--- src/rtl/alu_op_issuer_if.sv ---
//------------------------------------------------------------------------------
// alu_op_issuer_if
// Request, response and ALU-control bundle for alu_op_issuer.
// Revision: 1.0
//------------------------------------------------------------------------------
`default_nettype none

interface alu_op_issuer_if #(
    parameter int DATA_WIDTH = 64,
    parameter int SHIFT_AMT  = $clog2(DATA_WIDTH)
);
    logic                  req_valid;
    logic                  req_ready;
    logic [3:0]            req_op;
    logic [DATA_WIDTH-1:0] req_a;
    logic [DATA_WIDTH-1:0] req_b;
    logic [SHIFT_AMT-1:0]  req_shamt;

    logic [DATA_WIDTH-1:0] alu_a;
    logic [DATA_WIDTH-1:0] alu_b;
    logic [SHIFT_AMT-1:0]  alu_shift_code;
    logic                  alu_invert_a;
    logic                  alu_invert_b;
    logic                  alu_invert_out;
    logic                  alu_or_enable;
    logic                  alu_carry_in;
    logic [DATA_WIDTH-1:0] alu_data_out;
    logic                  alu_carry_out;

    logic                  rsp_valid;
    logic                  rsp_ready;
    logic [DATA_WIDTH-1:0] rsp_data;
    logic                  rsp_carry;
    logic                  rsp_err;
    logic                  carry_flag;

    modport master (
        output req_valid, req_op, req_a, req_b, req_shamt, rsp_ready,
               alu_data_out, alu_carry_out,
        input  req_ready, alu_a, alu_b, alu_shift_code, alu_invert_a,
               alu_invert_b, alu_invert_out, alu_or_enable, alu_carry_in,
               rsp_valid, rsp_data, rsp_carry, rsp_err, carry_flag
    );

    modport slave (
        input  req_valid, req_op, req_a, req_b, req_shamt, rsp_ready,
               alu_data_out, alu_carry_out,
        output req_ready, alu_a, alu_b, alu_shift_code, alu_invert_a,
               alu_invert_b, alu_invert_out, alu_or_enable, alu_carry_in,
               rsp_valid, rsp_data, rsp_carry, rsp_err, carry_flag
    );
endinterface

`default_nettype wire

--- src/rtl/alu_op_issuer.sv ---
//------------------------------------------------------------------------------
// alu_op_issuer
// Decodes ALU requests, sequences ALU passes and returns result/carry.
// Optional multi-pass XOR enabled by macro ALU_ISSUE_XOR_EN.
// Revision: 1.0
//------------------------------------------------------------------------------
`default_nettype none

module alu_op_issuer #(
    parameter int DATA_WIDTH = 64,
    parameter int SHIFT_AMT  = $clog2(DATA_WIDTH)
) (
    input  wire logic       clk,
    input  wire logic       rst,
    alu_op_issuer_if.slave  bus
);

    localparam logic [3:0] c_OP_ADD   = 4'd0;
    localparam logic [3:0] c_OP_SUB   = 4'd1;
    localparam logic [3:0] c_OP_ADC   = 4'd2;
    localparam logic [3:0] c_OP_SBC   = 4'd3;
    localparam logic [3:0] c_OP_OR    = 4'd4;
    localparam logic [3:0] c_OP_AND   = 4'd5;
    localparam logic [3:0] c_OP_NOR   = 4'd6;
    localparam logic [3:0] c_OP_NAND  = 4'd7;
    localparam logic [3:0] c_OP_SHIFT = 4'd8;
`ifdef ALU_ISSUE_XOR_EN
    localparam logic [3:0] c_OP_XOR   = 4'd9;

    typedef enum logic [2:0] {
        S_IDLE = 3'd0, S_EXEC = 3'd1, S_X1 = 3'd2, S_X2 = 3'd3, S_X3 = 3'd4, S_RESP = 3'd5
    } state_t;
`else
    typedef enum logic [2:0] {
        S_IDLE = 3'd0, S_EXEC = 3'd1, S_RESP = 3'd5
    } state_t;
`endif

    state_t r_state, w_state_next;

    logic w_inv_a, w_inv_b, w_inv_out, w_or_en, w_cin, w_legal, w_is_shift, w_is_arith;
    logic w_accept;
`ifdef ALU_ISSUE_XOR_EN
    logic                  w_is_xor;
    logic [DATA_WIDTH-1:0] r_t1, r_t2;
`endif

    logic [DATA_WIDTH-1:0] r_a, r_b, r_rsp_data;
    logic [SHIFT_AMT-1:0]  r_shamt;
    logic r_inv_a, r_inv_b, r_inv_out, r_or_en, r_cin, r_arith;
    logic r_rsp_carry, r_rsp_err, r_carry_flag;

    // Opcode decode; ADC/SBC fold the architectural carry in at accept time.
    always_comb begin
        w_inv_a    = 1'b0;
        w_inv_b    = 1'b0;
        w_inv_out  = 1'b0;
        w_or_en    = 1'b0;
        w_cin      = 1'b0;
        w_legal    = 1'b1;
        w_is_shift = 1'b0;
`ifdef ALU_ISSUE_XOR_EN
        w_is_xor   = 1'b0;
`endif
        case (bus.req_op)
            c_OP_ADD:   ;
            c_OP_SUB:   begin w_inv_b = 1'b1; w_cin = 1'b1; end
            c_OP_ADC:   w_cin = r_carry_flag;
            c_OP_SBC:   begin w_inv_b = 1'b1; w_cin = r_carry_flag; end
            c_OP_OR:    w_or_en = 1'b1;
            c_OP_AND:   begin w_inv_a = 1'b1; w_inv_b = 1'b1; w_inv_out = 1'b1; w_or_en = 1'b1; end
            c_OP_NOR:   begin w_inv_out = 1'b1; w_or_en = 1'b1; end
            c_OP_NAND:  begin w_inv_a = 1'b1; w_inv_b = 1'b1; w_or_en = 1'b1; end
            c_OP_SHIFT: begin w_or_en = 1'b1; w_is_shift = 1'b1; end
`ifdef ALU_ISSUE_XOR_EN
            c_OP_XOR:   w_is_xor = 1'b1;
`endif
            default:    w_legal = 1'b0;
        endcase
    end

    assign w_is_arith = (bus.req_op[3:2] == 2'b00);
    assign w_accept   = (r_state == S_IDLE) && bus.req_valid;

    always_ff @(posedge clk) begin
        if (rst) r_state <= S_IDLE;
        else     r_state <= w_state_next;
    end

    always_comb begin
        w_state_next       = r_state;
        bus.req_ready      = 1'b0;
        bus.rsp_valid      = 1'b0;
        bus.alu_a          = '0;
        bus.alu_b          = '0;
        bus.alu_shift_code = '0;
        bus.alu_invert_a   = 1'b0;
        bus.alu_invert_b   = 1'b0;
        bus.alu_invert_out = 1'b0;
        bus.alu_or_enable  = 1'b0;
        bus.alu_carry_in   = 1'b0;
        case (r_state)
            S_IDLE: begin
                bus.req_ready = 1'b1;
                if (bus.req_valid) begin
                    if (!w_legal)      w_state_next = S_RESP;
`ifdef ALU_ISSUE_XOR_EN
                    else if (w_is_xor) w_state_next = S_X1;
`endif
                    else               w_state_next = S_EXEC;
                end
            end
            S_EXEC: begin
                bus.alu_a          = r_a;
                bus.alu_b          = r_b;
                bus.alu_shift_code = r_shamt;
                bus.alu_invert_a   = r_inv_a;
                bus.alu_invert_b   = r_inv_b;
                bus.alu_invert_out = r_inv_out;
                bus.alu_or_enable  = r_or_en;
                bus.alu_carry_in   = r_cin;
                w_state_next       = S_RESP;
            end
`ifdef ALU_ISSUE_XOR_EN
            // a^b = (a|b) & (~a|~b); the AND is formed as ~(~t1|~t2).
            S_X1: begin
                bus.alu_a         = r_a;
                bus.alu_b         = r_b;
                bus.alu_or_enable = 1'b1;
                w_state_next      = S_X2;
            end
            S_X2: begin
                bus.alu_a         = r_a;
                bus.alu_b         = r_b;
                bus.alu_invert_a  = 1'b1;
                bus.alu_invert_b  = 1'b1;
                bus.alu_or_enable = 1'b1;
                w_state_next      = S_X3;
            end
            S_X3: begin
                bus.alu_a          = r_t1;
                bus.alu_b          = r_t2;
                bus.alu_invert_a   = 1'b1;
                bus.alu_invert_b   = 1'b1;
                bus.alu_invert_out = 1'b1;
                bus.alu_or_enable  = 1'b1;
                w_state_next       = S_RESP;
            end
`endif
            S_RESP: begin
                bus.rsp_valid = 1'b1;
                if (bus.rsp_ready) w_state_next = S_IDLE;
            end
            default: w_state_next = S_IDLE;
        endcase
    end

    always_ff @(posedge clk) begin
        if (rst) begin
            r_a <= '0; r_b <= '0; r_shamt <= '0;
            r_inv_a <= 1'b0; r_inv_b <= 1'b0; r_inv_out <= 1'b0;
            r_or_en <= 1'b0; r_cin <= 1'b0; r_arith <= 1'b0;
            r_rsp_data <= '0; r_rsp_carry <= 1'b0; r_rsp_err <= 1'b0;
            r_carry_flag <= 1'b0;
`ifdef ALU_ISSUE_XOR_EN
            r_t1 <= '0; r_t2 <= '0;
`endif
        end else begin
            case (r_state)
                S_IDLE: if (w_accept) begin
                    r_a       <= bus.req_a;
                    r_b       <= w_is_shift ? '0 : bus.req_b;
                    r_shamt   <= w_is_shift ? bus.req_shamt : '0;
                    r_inv_a   <= w_inv_a;
                    r_inv_b   <= w_inv_b;
                    r_inv_out <= w_inv_out;
                    r_or_en   <= w_or_en;
                    r_cin     <= w_cin;
                    r_arith   <= w_is_arith;
                    if (!w_legal) begin
                        r_rsp_data  <= '0;
                        r_rsp_carry <= 1'b0;
                        r_rsp_err   <= 1'b1;
                    end
                end
                S_EXEC: begin
                    r_rsp_data  <= bus.alu_data_out;
                    r_rsp_carry <= r_arith & bus.alu_carry_out;
                    r_rsp_err   <= 1'b0;
                    if (r_arith) r_carry_flag <= bus.alu_carry_out;
                end
`ifdef ALU_ISSUE_XOR_EN
                S_X1: r_t1 <= bus.alu_data_out;
                S_X2: r_t2 <= bus.alu_data_out;
                S_X3: begin
                    r_rsp_data  <= bus.alu_data_out;
                    r_rsp_carry <= 1'b0;
                    r_rsp_err   <= 1'b0;
                end
`endif
                default: ;
            endcase
        end
    end

    assign bus.rsp_data   = r_rsp_data;
    assign bus.rsp_carry  = r_rsp_carry;
    assign bus.rsp_err    = r_rsp_err;
    assign bus.carry_flag = r_carry_flag;

endmodule

`default_nettype wire

--- src/flat_wrapper.sv ---
// flat-port wrapper written by rule: the top's interface ports become plain ports
module alu_op_issuer_flat 
#(
    parameter int DATA_WIDTH = 64,
    parameter int SHIFT_AMT  = $clog2(DATA_WIDTH)
)
  (clk, rst, bus_req_valid, bus_req_op, bus_req_a, bus_req_b, bus_req_shamt, bus_rsp_ready, bus_alu_data_out, bus_alu_carry_out, bus_req_ready, bus_alu_a, bus_alu_b, bus_alu_shift_code, bus_alu_invert_a, bus_alu_invert_b, bus_alu_invert_out, bus_alu_or_enable, bus_alu_carry_in, bus_rsp_valid, bus_rsp_data, bus_rsp_carry, bus_rsp_err, bus_carry_flag);
  alu_op_issuer_if #(.DATA_WIDTH(DATA_WIDTH), .SHIFT_AMT(SHIFT_AMT)) bus_i ();
  input  wire logic clk;
  input  wire logic rst;
  input wire logic [$bits(bus_i.req_valid)-1:0] bus_req_valid;
  input wire logic [$bits(bus_i.req_op)-1:0] bus_req_op;
  input wire logic [$bits(bus_i.req_a)-1:0] bus_req_a;
  input wire logic [$bits(bus_i.req_b)-1:0] bus_req_b;
  input wire logic [$bits(bus_i.req_shamt)-1:0] bus_req_shamt;
  input wire logic [$bits(bus_i.rsp_ready)-1:0] bus_rsp_ready;
  input wire logic [$bits(bus_i.alu_data_out)-1:0] bus_alu_data_out;
  input wire logic [$bits(bus_i.alu_carry_out)-1:0] bus_alu_carry_out;
  output wire logic [$bits(bus_i.req_ready)-1:0] bus_req_ready;
  output wire logic [$bits(bus_i.alu_a)-1:0] bus_alu_a;
  output wire logic [$bits(bus_i.alu_b)-1:0] bus_alu_b;
  output wire logic [$bits(bus_i.alu_shift_code)-1:0] bus_alu_shift_code;
  output wire logic [$bits(bus_i.alu_invert_a)-1:0] bus_alu_invert_a;
  output wire logic [$bits(bus_i.alu_invert_b)-1:0] bus_alu_invert_b;
  output wire logic [$bits(bus_i.alu_invert_out)-1:0] bus_alu_invert_out;
  output wire logic [$bits(bus_i.alu_or_enable)-1:0] bus_alu_or_enable;
  output wire logic [$bits(bus_i.alu_carry_in)-1:0] bus_alu_carry_in;
  output wire logic [$bits(bus_i.rsp_valid)-1:0] bus_rsp_valid;
  output wire logic [$bits(bus_i.rsp_data)-1:0] bus_rsp_data;
  output wire logic [$bits(bus_i.rsp_carry)-1:0] bus_rsp_carry;
  output wire logic [$bits(bus_i.rsp_err)-1:0] bus_rsp_err;
  output wire logic [$bits(bus_i.carry_flag)-1:0] bus_carry_flag;
  assign bus_i.req_valid = bus_req_valid;
  assign bus_i.req_op = bus_req_op;
  assign bus_i.req_a = bus_req_a;
  assign bus_i.req_b = bus_req_b;
  assign bus_i.req_shamt = bus_req_shamt;
  assign bus_i.rsp_ready = bus_rsp_ready;
  assign bus_i.alu_data_out = bus_alu_data_out;
  assign bus_i.alu_carry_out = bus_alu_carry_out;
  assign bus_req_ready = bus_i.req_ready;
  assign bus_alu_a = bus_i.alu_a;
  assign bus_alu_b = bus_i.alu_b;
  assign bus_alu_shift_code = bus_i.alu_shift_code;
  assign bus_alu_invert_a = bus_i.alu_invert_a;
  assign bus_alu_invert_b = bus_i.alu_invert_b;
  assign bus_alu_invert_out = bus_i.alu_invert_out;
  assign bus_alu_or_enable = bus_i.alu_or_enable;
  assign bus_alu_carry_in = bus_i.alu_carry_in;
  assign bus_rsp_valid = bus_i.rsp_valid;
  assign bus_rsp_data = bus_i.rsp_data;
  assign bus_rsp_carry = bus_i.rsp_carry;
  assign bus_rsp_err = bus_i.rsp_err;
  assign bus_carry_flag = bus_i.carry_flag;
  alu_op_issuer #(.DATA_WIDTH(DATA_WIDTH), .SHIFT_AMT(SHIFT_AMT)) u_core (.clk(clk), .rst(rst), .bus(bus_i));
endmodule
--- config.mk ---
export PLATFORM = sky130hd
export DESIGN_NAME = alu_op_issuer_flat
export DESIGN_NICKNAME = d
export VERILOG_FILES = /design/src/rtl/alu_op_issuer_if.sv /design/src/rtl/alu_op_issuer.sv /design/src/flat_wrapper.sv
export SDC_FILE = /design/constraint.sdc
export NUM_CORES = 1
export LEC_CHECK = 0
export ABC_AREA = 0
export BUFFER_PORTS_ARGS = -buffer_cell sky130_fd_sc_hd__buf_2
export CAP_MARGIN = 20
export CORE_AREA = 2 2 159 161
export CTS_BUF_LIST = sky130_fd_sc_hd__clkbuf_2 sky130_fd_sc_hd__clkbuf_4 sky130_fd_sc_hd__clkbuf_8
export CTS_CLUSTER_SIZE = 12
export DETAILED_ROUTE_END_ITERATION = 8
export DIE_AREA = 0 0 161 163
export PLACE_DENSITY_LB_ADDON = 0.25
export SYNTH_ARGS = -nofsm -noshare
export SYNTH_HDL_FRONTEND = slang
export SYNTH_SLANG_ARGS = --single-unit
--- constraint.sdc ---
create_clock -name clk -period 1.95 [get_ports clk]
set_input_delay 0.0975 -clock clk [delete_from_list [all_inputs] [get_ports clk]]
set_output_delay 0.0975 -clock clk [all_outputs]
set_load 0.02 [all_outputs]
==> flow_summary.toml, run 1 <==
[run_status]
run_status = "completed"

[clocking]
clock_sink_count = 209
cts_buffer_depth = 3
htree_levels = 2
cts-buffers-inserted = 37
cts_root_buf = "clkbuf_8"
clkTransAtPathRegs_ns = 0.06
insertion_delay_ns = 0.51
cts_tree = "built"

[power]
leakage_nw = 6.33
vdd_drop_max_uv = 431
powerDensity_nw_per_um2 = 805

[timing]
tightest_slew_ns = 0.649
fin_crit_ns = 1.89
hold_viol = 0
finalMaxSlewViolations = 0
fin_crit_sh_pct = 96.7
rsz0062_at_grt = "true"
max_freq_mhz = 530
finClkSkew_ns = 0.0162
worst_hold_slack_ns = 0.0700
slew_headroom_pct = 56.0
setup_viol = 0

[setup_path]
worstSetupPathType = "register to output port"
worstPathArrival_ns = 1.79
start_kind = "register"
crit_required_ns = 1.85
end_kind = "output port"
reg2reg_slack_ns = 0.23
crit_start = "u_core.r_state[0]"
cp-endpoint = "bus_alu_a[57]"
timing.rr.start = "u_core.r_state[0]"
r2r-end = "u_core.r_cin"
ff2ff_path_depth = 4
path_max_fanout = 12

[finish]
area_growth_pct = 64.3
final_area_um2 = 14200
num-nets-final = 1888
drive_gt1_share_pct = 31.3
diodes = 0
final_core_util_pct = 57.6

[synthesis]
synth_edf_count = 0
avgSynthCellArea_um2 = 7.91
synth.most_common_cell = "a21oi_1"
ys_top_cells_by_area = "dfxtp_1 48%, a21oi_1 16%, and2_1 10%"
synthTopCellsByCount = "269 x a21oi_1, 209 x dfxtp_1, 204 x nand2_1"
ys_async_sr_fraction_pct = 0
yosysWarningCount = 0
syn-cell-area_um2 = 8640
synth.net_count = 1300
seq_area_frac_synth_pct = 48.4
post-synth-top-area-cell = "dfxtp_1"
synthCells = 1093
synth_top_area_share_pct = 48.4
ys_types = 28
synthFlopType = "dfxtp_1"
synth_seq_cells = 209

[drt]
via_per_inst = 4.90
vias = 9973
wl_per_cell_um = 15.8
ant_nets = 0
wl_met3_um = 2500
drc = 0
wl_met2_um = 15400
firstDrtPassIters = 5
wl_um = 32200
first_iter_violations = 639
wl_met1_um = 13200
routed.top_layer = "met5"

[global_route]
grt_pass1_wl_um = 49300
grt_pass1_vias = 9800
overflow = 0
antenna_found_initial = 1
grt_usage_pct = 22.8
grt_max_degree = 103

[die]
die_w_um = 161
initial_core_util_pct = 35.0
chipHeight_um = 163
rows = 58
ios = 415
coreArea_um2 = 24700
dieArea_um2 = 26200

[placement]
place_congestion = 0.799
hpwl_um = 19100
port_buffers = 414
place_area_um2 = 11000

[hold_path]
hold_path_class = "primary input to register"

[job]
maxCapViolations = 0
-- state kept, by name, summed over array words and instances, names as in the netlist, 2 cells and up --
name / cells
u_core.bus.rsp_data: 64
u_core.r_state: 2
u_core.r_b: 64
u_core.r_shamt: 6
u_core.r_a: 64
-- worst min path at each step --
stage | from | endpoint | cells past startpoint
floorplan | bus_req_a[0] | u_core.r_a[0] | 2
finish | rst | u_core.bus.carry_flag | 2
CTS | rst | u_core.bus.carry_flag | 2
global route | rst | u_core.r_b[6] | 2
global placement | bus_req_a[62] | u_core.r_a[62] | 3
detailed placement | bus_req_a[20] | u_core.r_a[20] | 3
-- layer usage --
layer | vias to the layer above | track usage [%]
met5 | - | 0
met4 | 2 | 9.62
met3 | 85 | 5.98
met2 | 421 | 39.1
met1 | 4570 | 27.2
li1 | 4895 | -
-- where the power goes --
part	internal (mW)	switching (mW)
Clock	2.54	1.79
Sequential	4.56	0.139
Combinational	1.07	1.34
-- worst max-delay path, stage by stage (launching register included) --
cell       delay [ns]
dfxtp_4          0.34
nor2b_4          0.13
buf_6            0.12
buf_12           0.11
bufbuf_16        0.27
and2_1           0.17
buf_6            0.13
-- cells by family after synthesis --
logic type	after synthesis	synth area share, %
compound gates	339	21.7
buf+inv	107	5.11
mux	1	0.116
simple gates	436	24.6
xor+xnor	1	0.101
flops	209	48.4
-- through the flow --
step | TNS, ns | cells | setup WS, ns | power, mW
global route | -0.114 | 2036 | -0.0216 | 12.0
floorplan | 0 | 1093 | 0.393 | 5.96
global placement | 0 | 1756 | 0.324 | 6.68
finish | 0 | 2036 | 0.0635 | 11.4
CTS | 0 | 2036 | 0.00694 | 11.6
detailed placement | 0 | 1756 | 0.304 | 6.72
-- area by class of cell --
| class | instances | area [um^2] |
|---|---|---|
| Fill cell | 2196 | 10500 |
| Timing Repair Buffer | 656 | 4740 |
| Sequential cell | 209 | 4190 |
| Multi-Input combinational cell | 777 | 4070 |
| Clock buffer | 60 | 744 |
| Tap cell | 330 | 413 |
| Clock inverter | 4 | 47.5 |
-- cells in the final DEF (no fill, tap or decap), drive strengths merged, types with 2 or more instances in the layout --
cell,instances
a211oi,64
a21oi,269
and2,140
buf,448
clkbuf,62
clkinv,2
dfxtp,209
dlygate4sd3,205
nand2,204
nand2b,2
nand3,73
nand3b,2
nor2,5
nor2b,2
nor3,2
-- repair_timing --
item	in CTS	in global routing
setup buffers	7	0
hold buffers	205	0
hold endpoints to repair	207	0
cloned	4	0
gates resized for setup	8	42
endpoints found under the setup margin	76	51
No activity file was read; power rests on OpenSTA's default activity.
==> inputs of run 2 (changes only) <==
--- a/config.mk
+++ b/config.mk
@@ -8,11 +8,11 @@
 export ABC_AREA = 0
 export BUFFER_PORTS_ARGS = -buffer_cell sky130_fd_sc_hd__buf_2
 export CAP_MARGIN = 20
-export CORE_AREA = 2 2 159 161
+export CORE_AREA = 2 2 162 164
 export CTS_BUF_LIST = sky130_fd_sc_hd__clkbuf_2 sky130_fd_sc_hd__clkbuf_4 sky130_fd_sc_hd__clkbuf_8
 export CTS_CLUSTER_SIZE = 12
 export DETAILED_ROUTE_END_ITERATION = 8
-export DIE_AREA = 0 0 161 163
+export DIE_AREA = 0 0 164 166
 export PLACE_DENSITY_LB_ADDON = 0.25
 export SYNTH_ARGS = -nofsm -noshare
 export SYNTH_HDL_FRONTEND = slang
==> constraint.sdc (replaced) <==
create_clock -name clk -period 2.3 [get_ports clk]
set_input_delay 0.115 -clock clk [delete_from_list [all_inputs] [get_ports clk]]
set_output_delay 0.115 -clock clk [all_outputs]
set_load 0.02 [all_outputs]
==> run 2 against run 1 <==
Non-clock buffer count down 19. Sequential cell count unchanged. Largest power group unchanged. Critical path type unchanged. Cell area fell by 2.8%. Sequential power decreased by 15%.
==> flow_summary.toml, run 2 (same netlist as run 1, synthesis figures left out) <==
[run_status]
run_status = "completed"

[timing]
hold_viol = 0
finClkSkew_ns = 0.0169
fin_crit_ns = 2.13
finalMaxSlewViolations = 0
slew_headroom_pct = 47.7
max_freq_mhz = 469
setup_viol = 0
fin_tns_setup_ns = 0
fin_crit_sh_pct = 92.6
tightest_slew_ns = 0.784
rsz0062_at_grt = "false"

[setup_path]
end_kind = "output port"
crit_family = "buffers and inverters"
worstSetupPathType = "register to output port"
crit_buf_inv = 2
start_kind = "register"
cp_cell_sequence = "nor2b_4 > buf_12 > and2_1 > buf_2"
critPathMaxStageDelay_ns = 0.38
worstPathArrival_ns = 2.02
critPathSlowestCell = "buf_12"
crit_required_ns = 2.18
path_max_fanout = 137

[clocking]
cts_buffer_depth = 3
htree_levels = 2
insertion_delay_ns = 0.52
ctsResizeCount = 0
cts_tree = "built"
clkTransAtPathRegs_ns = 0.06
cts-buffers-inserted = 38
cts_root_buf = "clkbuf_8"
clock_sink_count = 209
postCtsSetupBuffers = 0

[global_route]
antenna_found_initial = 1
grt_usage_pct = 21.8
grt_pass1_wl_um = 49100
grt_pass1_vias = 9764
grt_max_degree = 138
overflow = 0

[drt]
wl_um = 31500
ant_nets = 0
wl_per_cell_um = 15.6
drc = 0
via_per_inst = 4.92
first_iter_violations = 668
firstDrtPassIters = 5
vias = 9964

[finish]
final_common_cell = "buf_2"
final_cells = 2025
area_growth_pct = 59.7
final_core_util_pct = 53.9
final_cell_mix = "413 x buf_2, 269 x a21oi_1, 207 x dlygate4sd3_1, 207 x dfxtp_1, 204 x nand2_1"
multi_input_area_um2 = 4040
fillers = 2327
seqCellArea_um2 = 4190
final_area_um2 = 13800
drive_gt1_share_pct = 29.9
num-nets-final = 1870

[die]
chipHeight_um = 166
dieArea_um2 = 27200
rows = 59
initial_core_util_pct = 33.7
coreArea_um2 = 25600
ios = 415
die_w_um = 164

[placement]
place_congestion = 0.776
port_buffers = 414
place_area_um2 = 10900
place_inst = 1751
hpwl_um = 19100

[job]
maxCapViolations = 0

[power]
vdd_drop_max_uv = 379
powerDensity_nw_per_um2 = 691
leakage_nw = 6.16

[hold_path]
hold_path_class = "primary input to register"
[run 2: cell count changes in the layout (fill, tap and decap cells not counted), sizes merged]
cell         previous run  this run
buf                   448       430
clkinv                  2         4
dlygate4sd3           205       207
bufbuf                  1         0
bufinv                  1         0
clkbuf                 62        61
diode                   0         1
[run 2: final timing paths]
path                       endpoint         startpoint  cells past startpoint  slack, ns
setup reg to reg     u_core.r_arith  u_core.r_state[2]                      4       0.23
setup / recovery       bus_alu_a[4]  u_core.r_state[0]                      4       0.17
hold reg to reg      u_core.r_a[27]     u_core.r_a[27]                      2       0.45
hold / removal    u_core.r_state[0]                rst                      2       0.04
[run 2: per-layer routing]
layer | routed length [um] | track usage (%)
met1 | 12900 | 25.5
met2 | 15100 | 37.6
met3 | 2480 | 6.17
met4 | 1070 | 8.39
met5 | 0 | 0
[run 2: metrics by stage]
stage                     hold slack, ns  setup slack, ns  power [mW]
after floorplan                    0.251            0.734        5.05
after global placement             0.358            0.592        5.62
after detailed placement           0.363            0.578        5.64
after CTS                         0.0103            0.160        9.65
after global routing              0.0482           0.0835        10.0
final                             0.0426            0.170        9.54
[run 2: cell type report]
class,instances,share of cell area (%)
repair buffers,637,31.5
flip-flops and latches,209,30.3
multi-input cells,777,29.3
clock buffers,61,5.67
well taps,335,3.04
clock inverters,5,0.199
diodes,1,0.0181
[run 2: power breakdown]
group          leakage (nW)  switching, mW  internal [mW]  total (mW)
Combinational          4.02           1.10          0.781        1.88
Sequential             1.71          0.115           3.87        3.98
Clock                 0.431           1.53           2.15        3.68
Total                  6.16           2.75           6.80        9.54
[run 2: worst reg2reg max path, cell delays in order, from the launching register on]
cell           delay (ns)
dfxtp_2              0.35
or3b_4               0.61
or3_1                0.38
dlygate4sd3_1        0.55
a21oi_1              0.11
[run 2: timing repair]
item,4_1_cts,5_1_grt
setup endpoints to repair,0,0
hold buffers,207,0
hold endpoints to repair,207,0
